### config.mk
export PLATFORM = sky130hd
export DESIGN_NAME = slot_controller
export DESIGN_NICKNAME = d
export VERILOG_FILES = /design/src/rtl/slot_ctrl_pkg.sv /design/src/rtl/slot_div_timer.sv /design/src/rtl/slot_controller.sv
export SDC_FILE = /design/constraint.sdc
export NUM_CORES = 1
export LEC_CHECK = 0
export CAP_MARGIN = 30
export CORE_ASPECT_RATIO = 1.1
export CORE_MARGIN = 4
export CORE_UTILIZATION = 40
export DETAILED_ROUTE_END_ITERATION = 8
export PLACE_DENSITY = 0.76
export SYNTH_ARGS = -nofsm -noshare
export SYNTH_HDL_FRONTEND = slang
export SYNTH_HIERARCHICAL = 1
export SYNTH_SLANG_ARGS = --single-unit
### constraint.sdc
create_clock -name clock -period 1.6 [get_ports clock]
set_input_delay 0.24 -clock clock [delete_from_list [all_inputs] [get_ports clock]]
set_output_delay 0.24 -clock clock [all_outputs]
set_load 0.01 [all_outputs]
### src/rtl/slot_ctrl_pkg.sv
// rtl/slot_ctrl_pkg.sv - shared encodings for the slot controller FSM and datapath selects
package slot_ctrl_pkg;

  typedef enum logic [2:0] {
    ST_START   = 3'd0,
    ST_IOWAIT  = 3'd1,
    ST_DECODE  = 3'd2,
    ST_DIVWAIT = 3'd3,
    ST_HALT    = 3'd4
  } state_t;

  localparam logic [3:0] OP_NOP     = 4'd0;
  localparam logic [3:0] OP_SYSCALL = 4'd1;
  localparam logic [3:0] OP_LOAD    = 4'd2;
  localparam logic [3:0] OP_STORE   = 4'd3;
  localparam logic [3:0] OP_SWAPA   = 4'd4;
  localparam logic [3:0] OP_SWAPD   = 4'd5;
  localparam logic [3:0] OP_BRANCHZ = 4'd6;
  localparam logic [3:0] OP_BRANCHN = 4'd7;
  localparam logic [3:0] OP_JUMP    = 4'd8;
  localparam logic [3:0] OP_CONST   = 4'd9;
  localparam logic [3:0] OP_ADD     = 4'd10;
  localparam logic [3:0] OP_SUB     = 4'd11;
  localparam logic [3:0] OP_MUL     = 4'd12;
  localparam logic [3:0] OP_DIV     = 4'd13;
  localparam logic [3:0] OP_SHIFT   = 4'd14;
  localparam logic [3:0] OP_NAND    = 4'd15;

  localparam logic       SELADDR_PC   = 1'b0;
  localparam logic       SELADDR_AR   = 1'b1;
  localparam logic [1:0] SELACC_MEM   = 2'd0;
  localparam logic [1:0] SELACC_IO    = 2'd1;
  localparam logic [1:0] SELACC_SWAP  = 2'd2;
  localparam logic [1:0] SELACC_ALU   = 2'd3;
  localparam logic       SELSWAP_AR   = 1'b0;
  localparam logic       SELSWAP_DR   = 1'b1;
  localparam logic       SELPC1_NEXT  = 1'b0;
  localparam logic       SELPC1_REG   = 1'b1;
  localparam logic       SELPC2_AR    = 1'b0;
  localparam logic       SELPC2_ACC   = 1'b1;

  localparam logic [2:0] ALU_ADD   = 3'd0;
  localparam logic [2:0] ALU_SUB   = 3'd1;
  localparam logic [2:0] ALU_MUL   = 3'd2;
  localparam logic [2:0] ALU_DIV   = 3'd3;
  localparam logic [2:0] ALU_SHIFT = 3'd4;
  localparam logic [2:0] ALU_NAND  = 3'd5;

  // Single-cycle ALU opcodes map onto the ALU op field; anything else reads as ADD.
  function automatic logic [2:0] alu_of(input logic [3:0] op);
    case (op)
      OP_SUB:   return ALU_SUB;
      OP_MUL:   return ALU_MUL;
      OP_DIV:   return ALU_DIV;
      OP_SHIFT: return ALU_SHIFT;
      OP_NAND:  return ALU_NAND;
      default:  return ALU_ADD;
    endcase
  endfunction

endpackage

### src/rtl/slot_div_timer.sv
// rtl/slot_div_timer.sv - loadable down-counter that times the divider's extra cycles
module slot_div_timer #(
  parameter int DIV_LAT = 3,
  parameter int CNT_W   = $clog2(DIV_LAT + 1)
) (
  input  logic clock,
  input  logic reset,
  input  logic load,
  output logic done
);

  logic [CNT_W-1:0] count;

  // Saturates at zero, so it only runs down after a load and then rests.
  always_ff @(posedge clock or negedge reset) begin
    if (!reset) begin
      count <= '0;
    end else if (load) begin
      count <= CNT_W'(DIV_LAT - 1);
    end else if (count != '0) begin
      count <= count - CNT_W'(1);
    end
  end

  assign done = (count == '0);

endmodule

### src/rtl/slot_controller.sv
// rtl/slot_controller.sv - Sextium control FSM sequencing packed opcode slots of a fetched word
module slot_controller
  import slot_ctrl_pkg::*;
#(
  parameter int SLOTS   = 4,
  parameter int SLOT_W  = $clog2(SLOTS),
  parameter int DIV_LAT = 3,
  parameter int CNT_W   = $clog2(DIV_LAT + 1)
) (
  input  logic              clock,
  input  logic              reset,
  input  logic [3:0]        insn,
  input  logic              accz,
  input  logic              accn,
  input  logic              iobusy,
  input  logic              mem_ack,
  input  logic              halt_req,
  input  logic              step,
  output logic              mem_read,
  output logic              mem_write,
  output logic              ir_write,
  output logic              pc_write,
  output logic              acc_write,
  output logic              seladdr,
  output logic [1:0]        selacc,
  output logic              selswap,
  output logic              doswap,
  output logic              selpc1,
  output logic              selpc2,
  output logic [SLOT_W-1:0] curinsn,
  output logic [2:0]        aluinsn,
  output logic              runio,
  output logic              diven,
  output logic [2:0]        stateout,
  output logic              halted
);

  state_t             state, state_nxt;
  logic [SLOT_W-1:0]  slot, slot_nxt;
  logic               resume, resume_nxt;
  logic               adv, jump;
  logic               div_load, div_done;
  logic               last_slot;

  assign last_slot = (slot == SLOT_W'(SLOTS - 1));

  slot_div_timer #(
    .DIV_LAT (DIV_LAT),
    .CNT_W   (CNT_W)
  ) u_div_timer (
    .clock (clock),
    .reset (reset),
    .load  (div_load),
    .done  (div_done)
  );

  always_ff @(posedge clock or negedge reset) begin
    if (!reset) begin
      state  <= ST_START;
      slot   <= '0;
      resume <= 1'b0;
    end else begin
      state  <= state_nxt;
      slot   <= slot_nxt;
      resume <= resume_nxt;
    end
  end

  // resume lets the first fetch after leaving HALT ignore a still-asserted halt_req.
  always_comb begin
    state_nxt  = state;
    slot_nxt   = slot;
    resume_nxt = resume;
    adv        = 1'b0;
    jump       = 1'b0;
    div_load   = 1'b0;
    case (state)
      ST_START: begin
        if (halt_req && !resume) begin
          state_nxt = ST_HALT;
        end else if (mem_ack) begin
          state_nxt  = ST_DECODE;
          slot_nxt   = '0;
          resume_nxt = 1'b0;
        end
      end
      ST_HALT: begin
        if (step || !halt_req) begin
          state_nxt  = ST_START;
          resume_nxt = 1'b1;
        end
      end
      ST_DECODE: begin
        case (insn)
          OP_LOAD, OP_STORE, OP_CONST: adv = mem_ack;
          OP_BRANCHZ: begin
            jump = accz;
            adv  = !accz;
          end
          OP_BRANCHN: begin
            jump = accn;
            adv  = !accn;
          end
          OP_JUMP:    jump = 1'b1;
          OP_SYSCALL: state_nxt = ST_IOWAIT;
          OP_DIV: begin
            state_nxt = ST_DIVWAIT;
            div_load  = 1'b1;
          end
          default:    adv = 1'b1;
        endcase
      end
      ST_IOWAIT:  adv = !iobusy;
      ST_DIVWAIT: adv = div_done;
      default:    state_nxt = ST_START;
    endcase

    // Wrap by explicit compare so a non-power-of-two SLOTS never indexes past the word.
    if (jump) begin
      state_nxt = ST_START;
      slot_nxt  = '0;
    end else if (adv) begin
      if (last_slot) begin
        state_nxt = ST_START;
        slot_nxt  = '0;
      end else begin
        state_nxt = ST_DECODE;
        slot_nxt  = slot + SLOT_W'(1);
      end
    end
  end

  // Outputs are forced idle while reset is held so nothing strobes during the reset cycle.
  always_comb begin
    mem_read  = 1'b0;
    mem_write = 1'b0;
    ir_write  = 1'b0;
    pc_write  = 1'b0;
    acc_write = 1'b0;
    seladdr   = SELADDR_PC;
    selacc    = SELACC_MEM;
    selswap   = SELSWAP_AR;
    doswap    = 1'b0;
    selpc1    = SELPC1_NEXT;
    selpc2    = SELPC2_AR;
    aluinsn   = ALU_ADD;
    runio     = 1'b0;
    diven     = 1'b0;
    halted    = 1'b0;
    if (reset) begin
      case (state)
        ST_START: begin
          if (!(halt_req && !resume)) begin
            mem_read = 1'b1;
            ir_write = 1'b1;
            seladdr  = SELADDR_PC;
            if (mem_ack) begin
              pc_write = 1'b1;
              selpc1   = SELPC1_NEXT;
            end
          end
        end
        ST_HALT: halted = 1'b1;
        ST_DECODE: begin
          case (insn)
            OP_LOAD: begin
              mem_read  = 1'b1;
              seladdr   = SELADDR_AR;
              selacc    = SELACC_MEM;
              acc_write = 1'b1;
            end
            OP_STORE: begin
              mem_write = 1'b1;
              seladdr   = SELADDR_AR;
            end
            OP_CONST: begin
              mem_read  = 1'b1;
              seladdr   = SELADDR_PC;
              selacc    = SELACC_MEM;
              acc_write = 1'b1;
              if (mem_ack) begin
                pc_write = 1'b1;
                selpc1   = SELPC1_NEXT;
              end
            end
            OP_SWAPA, OP_SWAPD: begin
              selacc    = SELACC_SWAP;
              acc_write = 1'b1;
              doswap    = 1'b1;
              selswap   = (insn == OP_SWAPD) ? SELSWAP_DR : SELSWAP_AR;
            end
            OP_ADD, OP_SUB, OP_MUL, OP_SHIFT, OP_NAND: begin
              selacc    = SELACC_ALU;
              acc_write = 1'b1;
              aluinsn   = alu_of(insn);
            end
            OP_BRANCHZ, OP_BRANCHN: begin
              if ((insn == OP_BRANCHZ) ? accz : accn) begin
                pc_write = 1'b1;
                selpc1   = SELPC1_REG;
                selpc2   = SELPC2_AR;
              end
            end
            OP_JUMP: begin
              pc_write = 1'b1;
              selpc1   = SELPC1_REG;
              selpc2   = SELPC2_ACC;
            end
            OP_SYSCALL: begin
              runio   = 1'b1;
              seladdr = SELADDR_AR;
              selacc  = SELACC_IO;
            end
            OP_DIV: begin
              aluinsn = ALU_DIV;
              diven   = 1'b1;
            end
            default: ;
          endcase
        end
        ST_IOWAIT: begin
          selacc = SELACC_IO;
          runio  = iobusy;
        end
        ST_DIVWAIT: begin
          aluinsn   = ALU_DIV;
          selacc    = SELACC_ALU;
          diven     = 1'b1;
          acc_write = div_done;
        end
        default: ;
      endcase
    end
  end

  assign curinsn  = slot;
  assign stateout = state;

endmodule

==> results of run 1 <==
## critical path, stage by stage (launching register included)
cell and delay [ns]:
dfrtp_2 0.43, buf_6 0.13, a2111oi_4 0.38, nand2_1 0.17, buf_6 0.15, inv_2 0.04
o21a_1 0.10, buf_2 0.13
## cells by family (layout without fill, tap and decap cells)
kind of cell	Yosys count	after routing	share of synthesized area [%]
xor gates and xnor gates	1	1	0.908
DFF	8	8	20.8
and+or+nand+nor	57	57	32.0
adders and majority gates	2	2	2.59
buffers and inverters	18	114	8.56
muxes	1	1	1.04
AOI/OAI and AO/OA	39	39	34.1
## layer usage
| metal | wire length (µm) | vias up |
|---|---|---|
| met5 | 0 | - |
| met4 | 365 | 0 |
| met3 | 535 | 42 |
| met2 | 2840 | 145 |
| met1 | 2120 | 722 |
| li1 | - | 655 |
## synth_stat cells, types with 4 or more instances
library cell / number / share of area (%)
buf_2: 6 / 3.1
nor3_1: 4 / 2.1
nor2_1: 13 / 5.1
nand2b_1: 6 / 3.9
dfrtp_1: 8 / 21
inv_1: 8 / 3.1
nand2_1: 11 / 4.3
a21oi_1: 7 / 3.6
## metrics by stage
stage	power [µW]	instance area (µm²)	setup slack, ns	hold slack, ns	setup TNS [ns]
after floorplan	1260	1050	-0.00355	-0.0556	-0.00355
after global placement	1910	1720	-0.749	0.473	-12.89
after detailed placement	1980	1720	-0.751	0.481	-13.32
after CTS	2600	1980	-0.333	0.179	-3.07
after global routing	3110	2070	-0.464	0.188	-6.23
final	3030	2070	-0.467	0.153	-5.67
## layout by cell type (no fill, tap or decap), drive strengths merged, types with 3 or more instances in the layout
cell type and instances:
nand3b 3, a31oi 5, o21a 3, clkdlybuf4s50 7, nand2b 6, a2111oi 3
nor4 4, dfrtp 8, o21ai 6, buf 84, clkbuf 5, nor3 4
nor3b 3, inv 10, a21oi 7, o22ai 3, nor2 13, nand2 11
dlygate4sd2 7
## registers in the layout (all words and copies together), names as in the netlist
signal	cells
u_div_timer/count	2
curinsn	2
stateout	3
resume	1
## path summary, 6_finish.rpt
path,start,end,slack [ns],depth (start not counted)
max,stateout[1],pc_write,-0.47,7
min,reset,resume,0.15,3
max reg2reg,resume,stateout[1],-0.27,8
min reg2reg,u_div_timer/count[1],u_div_timer/count[1],0.53,1
max in group asynchronous,reset,curinsn[0],1.29,3
min in group clock,u_div_timer/count[1],u_div_timer/count[1],0.53,1
## layout make-up
cell class,count,area (µm²)
Inverter,10,37.5
Tap cell,30,37.5
Multi-Input combinational cell,100,940
Clock buffer,4,26.3
Fill cell,87,205
Timing Repair Buffer,100,827
Sequential cell,8,201
## power by group through the flow
stage | registers, µW | clock network [µW] | logic (µW)
CTS | 366 | 176 | 2060
finish | 388 | 206 | 2430
detailed placement | 360 | 0 | 1620
floorplan | 386 | 0 | 876
global placement | 357 | 0 | 1560
global route | 390 | 207 | 2510
## what timing repair did
action,CTS,global route
gates resized for setup,122,21
endpoints found under the setup margin,26,25
buffers inserted,24,6
pin swaps,24,18
==> metrics.md, run 1 <==
| Metric | Value |
|---|---|
| Status | `complete, but fails checks` |
| Failing checks | `setup timing` |
| Post-DRT Antenna Nets | `0` |
| Most used DFF post-synth | `dfrtp_1` |
| Headroom to the max-slew limit | `73.0%` |
| Cell variety after synth | `45` |
| Seq cells post-synth | `8` |
| Reg power frac | `12.8%` |
| Fin. Hold Viols | `0` |
| FP Rows | `18` |
| Sw Ratio | `47.3%` |
| Clock power frac | `6.8%` |
| Number of buffers added on ports | `34` |
| # IOs | `35` |
| Register area share after synthesis | `20.8%` |
| Synthesized area per cell | `7.66 µm²` |
| Pin count of the biggest net entering global routing | `13` |
| Worst slew pin tran | `0.401 ns` |
| Finished Layout Cells | `252` |
| Die Y | `59.5 µm` |
| Vias per inst | `6.21` |
| TritonCTS buffer count | `3` |
| Number of global-route vias before repair | `1571` |
| Setup Skew | `0.0175 ns` |
| Netlist Area Pre-Place | `965 µm²` |
| Crit path capture type | `primary output` |
| Clk Latency, worst-skew pair | `0.29 ns` |
| Layout Nets | `237` |
| Busiest grt layer | `met2` |
| Worst-path fanout max | `3` |
| LEAKAGE | `0.000982 µW` |
| H-Tree Depth | `1` |
| First-pass GRT wire length | `7.40 mm` |
| Switching power | `1430 µW` |
| Met3 Track Usage GR | `4.28%` |
| PnR worst setup slack | `-0.467 ns` |
| Share of cells above drive strength 1 | `60.4%` |
| Placed Instances | `226` |
| Final worst-path cycle share | `129%` |
| Ys async rst share | `100%` |
| Post-DP HPWL | `2.77 mm` |
| Post-CTS Hold Buffers | `0` |
| Final setup vio count | `24` |
| Final wirelength | `5.86 mm` |
| Total grt overflow | `0` |
| Vias | `1564` |
| Worst VDD drop | `1180 µV` |
| Ys Warns | `6` |
| Worst EP arrival | `1.83 ns` |
| CTS tree | `yes` |
| Critical path launch point type | `register` |
| GRT Overall Usage | `31.9%` |
| Logic gate share of total power | `80.4%` |
| Root Driver | `clkbuf_4` |
| HP Class | `input pin to async pin` |
| Syn Inst Count | `126` |
| Routability cong. | `0.842` |
| Die area | `3260 µm²` |
| Antenna Cells | `0` |
| Die X | `54.8 µm` |
| Critical setup path kind | `register to primary output` |
| Core area | `2270 µm²` |
| Max-capacitance violation count | `0` |
| GR Util met1 | `32.9%` |
| RSZ-0062 raised after global routing | `true` |
| Pre-Repair DR Iteration Count | `5` |
| PD cells | `1460 nW/µm²` |
| Internal | `1590 µW` |
| Layout area overhead | `115%` |
| Layout Utilization | `91.0%` |
| GR Util met2 | `56.1%` |
| Req. time, crit path | `1.36 ns` |
| Clock sink count | `8` |
| Syn_nets | `140` |
| Routed WL per cell | `23.3 µm` |
| DRC viols | `0` |
| Fin crit period | `2.07 ns` |
| Initial antenna violation count | `0` |
| Initial DRC count | `134` |
| Clock Path Buffers | `2` |
| Clock transition at the registers of the reported paths | `0.09 ns` |
| EDFF count, synth | `0` |
| Max Slew Vio Count | `0` |
| Initial Util | `42.4%` |
| Fmax achieved | `484 MHz` |
No activity file was read; power rests on OpenSTA's default activity.
==> run 2, diff against run 1 <==
--- a/config.mk
+++ b/config.mk
@@ -10,6 +10,7 @@
 export CORE_MARGIN = 4
 export CORE_UTILIZATION = 40
 export DETAILED_ROUTE_END_ITERATION = 8
+export HOLD_SLACK_MARGIN = 0.12
 export PLACE_DENSITY = 0.76
 export SYNTH_ARGS = -nofsm -noshare
 export SYNTH_HDL_FRONTEND = slang
==> constraint.sdc (replaced) <==
create_clock -name clock -period 1.85 [get_ports clock]
set_input_delay 0.2775 -clock clock [delete_from_list [all_inputs] [get_ports clock]]
set_output_delay 0.2775 -clock clock [all_outputs]
set_load 0.01 [all_outputs]
==> run 2 against run 1 <==
  * The run still ends with setup timing left
  * Utilization fell by 9.4 points
  * Clock skew fell by 0.017 ns
  * Count of clock-buffer cells in the layout fell by 1
  * Via count fell by 14%
  * Register-to-register slack improved by 0.31 ns
  * First-iteration DRC count fell by 66%
  * Sequential cell count did not move
  * Wire length fell by 31%
==> metrics.md, run 2 (same netlist as run 1, synthesis figures left out) <==
| Metric | Value |
|---|---|
| Critical path launch point type | `register` |
| Clock transition at the registers of the reported paths | `0.05 ns (-0.04 ns)` |
| Finished Layout Cells | `236 (-6.3%)` |
| Worst-path fanout max | `6 (+3)` |
| Die Y | `59.5 µm (unchanged)` |
| Max-capacitance violation count | `0 (unchanged)` |
| Fin crit period | `1.94 ns` |
| Worst slew pin tran | `0.501 ns (+0.0996 ns)` |
| Final setup vio count | `4 (-83%)` |
| Reg power frac | `15.2% (+2.4 points)` |
| Met2 WL | `2.10 mm (-26%)` |
| WHS | `0.391 ns (+0.238 ns)` |
| Root Driver | `clkbuf_4` |
| Layout area overhead | `92.3%` |
| Total grt overflow | `0 (unchanged)` |
| Reg2Reg Depth | `7 (-1)` |
| Crit path capture type | `primary output` |
| GRT Overall Usage | `24.0% (-7.8 points)` |
| Headroom to the max-slew limit | `66.2% (-6.8 points)` |
| Routability cong. | `0.970 (+15%)` |
| Worst EP arrival | `1.66 ns (-0.17 ns)` |
| Initial DRC count | `46 (-66%)` |
| Fin. Hold Viols | `0 (unchanged)` |
| Internal | `1200 µW (-25%)` |
| Layout Utilization | `81.6% (-9.4 points)` |
| Post-DRT Antenna Nets | `0 (unchanged)` |
| Top layer in use | `met4` |
| Vias | `1339 (-14%)` |
| Failing checks | `setup timing` |
| Post-DP HPWL | `2.75 mm (-0.72%)` |
| Crit path from | `stateout[0]` |
| Share of cells above drive strength 1 | `51.9% (-8.4 points)` |
| Met3 WL | `244 µm (-54%)` |
| Endpoint of the lowest-slack register-to-register path | `stateout[1]` |
| Met1 Wirelength | `1.59 mm (-25%)` |
| FP Rows | `18 (unchanged)` |
| PD cells | `1150 nW/µm² (-22%)` |
| Number of global-route vias before repair | `1330 (-15%)` |
| Clock sink count | `8 (unchanged)` |
| PnR worst setup slack | `-0.0900 ns (+0.377 ns)` |
| Critical setup path kind | `register to primary output` |
| HP Class | `input pin to register` |
| Clock power frac | `6.1% (-0.7 points)` |
| Antenna Cells | `0 (unchanged)` |
| Hold_sp | `halt_req` |
| Routed WL per cell | `17.2 µm (-26%)` |
| Final worst-path cycle share | `105%` |
| Req. time, crit path | `1.57 ns (+0.21 ns)` |
| Initial antenna violation count | `0 (unchanged)` |
| Placed Instances | `224 (-0.88%)` |
| Pre-Repair DR Iteration Count | `4 (-1)` |
| Setup Skew | `0.000925 ns (-0.0166 ns)` |
| Hold path depth | `2` |
| CP max stage delay | `0.39 ns (-0.04 ns)` |
| Number of buffers added on ports | `34 (unchanged)` |
| Critical path's top delay family | `buffers and inverters` |
| First-pass GRT wire length | `5.75 mm (-22%)` |
| Die area | `3260 µm² (unchanged)` |
| Core area | `2270 µm² (unchanged)` |
| CP Cell Sequence | `buf_4 -> a2111oi_4 -> buf_4 -> nand2_4 -> inv_2 -> o21a_1 -> buf_2` |
| Layout Nets | `222 (-6.3%)` |
| Logic gate share of total power | `78.7% (-1.7 points)` |
| Reg2reg setup slack | `0.04 ns (+0.31 ns)` |
| Endpoint, Worst Hold | `stateout[2]` |
| Status | `complete, but fails checks` |
| Clock Path Buffers | `2 (unchanged)` |
| Vias per inst | `5.67 (-8.6%)` |
| CP max-delay cell | `dfrtp_1` |
| Sw Ratio | `43.8% (-3.5 points)` |
| R2R Path Start | `stateout[2]` |
| Final wirelength | `4.05 mm (-31%)` |
| Cell repeated most along the worst path | `buf_4` |
| Buf/Inv on CP | `4 (unchanged)` |
| DRC viols | `0 (unchanged)` |
| Initial Util | `42.4% (unchanged)` |
| RSZ-0062 raised after global routing | `true` |
| Switching power | `932 µW (-35%)` |
| LEAKAGE | `0.000881 µW (-10%)` |
| Pin count of the biggest net entering global routing | `14 (+1)` |
| CTS tree | `yes` |
| TritonCTS buffer count | `3 (unchanged)` |
| H-Tree Depth | `1 (unchanged)` |
| # IOs | `35 (unchanged)` |
| Worst VDD drop | `1020 µV (-13%)` |
| Clk Latency, worst-skew pair | `0.25 ns (-0.04 ns)` |
| Max FFs per register | `3 (unchanged)` |
| Most frequent cells in the layout | `buf_4, buf_2, clkdlybuf4s50_1` |
| Die X | `54.8 µm (unchanged)` |
| Fmax achieved | `515 MHz` |
| Commonest non-fill, non-tap cell in the layout | `buf_4` |
| Max Slew Vio Count | `0 (unchanged)` |
run 2: cell count changes in the layout (fill, tap and decap cells not counted), sizes merged:
cell	before	now
clkdlybuf4s50	7	10
dlygate4sd2	7	3
clkdlybuf4s15	0	3
buf	84	62
dlymetal6s2s	1	2
dlygate4sd3	0	1
clkbuf	5	7
run 2: cell type report:
| class | instances | area [µm²] |
|---|---|---|
| clock buffers | 3 | 22.5 |
| fillers | 135 | 419 |
| inverters | 10 | 37.5 |
| multi-input cells | 100 | 872 |
| flip-flops and latches | 8 | 201 |
| well taps | 30 | 37.5 |
| repair buffers | 85 | 684 |
run 2: what timing repair did:
item,CTS,global route
setup buffers,5,4
pin swaps,3,8
hold buffers,0,1
setup endpoints to repair,21,20
resized for setup,79,45
endpoints found under the hold margin,0,8
run 2: per-layer routing:
metal	vias to the layer above	track usage, %
li1	623	-
met1	645	28.2
met2	58	42.1
met3	13	5.04
met4	0	7.83
met5	-	0
run 2: through the flow:
step	total power [µW]	area [µm²]	TNS (ns)	setup slack, ns
after floorplan	1040	966	0	0.0184
final	2130	1860	-0.171	-0.0900
after CTS	1870	1700	-0.892	-0.204
after global placement	1600	1610	-8.71	-0.513
after global routing	2250	1860	-0.598	-0.155
after detailed placement	1650	1610	-9.82	-0.611
run 2: how the worst max path moves through the flow:
stage	to	slack, ns	cells past startpoint
finish	pc_write	-0.09	7
CTS	selacc[0]	-0.20	5
global route	pc_write	-0.16	7
floorplan	seladdr	0.02	5
global placement	selacc[0]	-0.51	6
detailed placement	selacc[0]	-0.61	6
run 2: power groups by stage:
stage | combinational, µW | clock (µW) | sequential [µW]
4_1_cts | 1420 | 133 | 317
3_3_place_gp | 1290 | 0 | 310
6_report | 1670 | 130 | 324
5_1_grt | 1780 | 141 | 330
3_5_place_dp | 1330 | 0 | 317
2_1_floorplan | 710 | 0 | 332
run 2: worst register-to-register path: cells and delay by family (launching register included):
family / cells / cell delay, ns
AOI/OAI and AO/OA: 3 / 0.41
buffers and inverters: 2 / 0.26
DFF: 1 / 0.44
and+or+nand+nor: 2 / 0.60
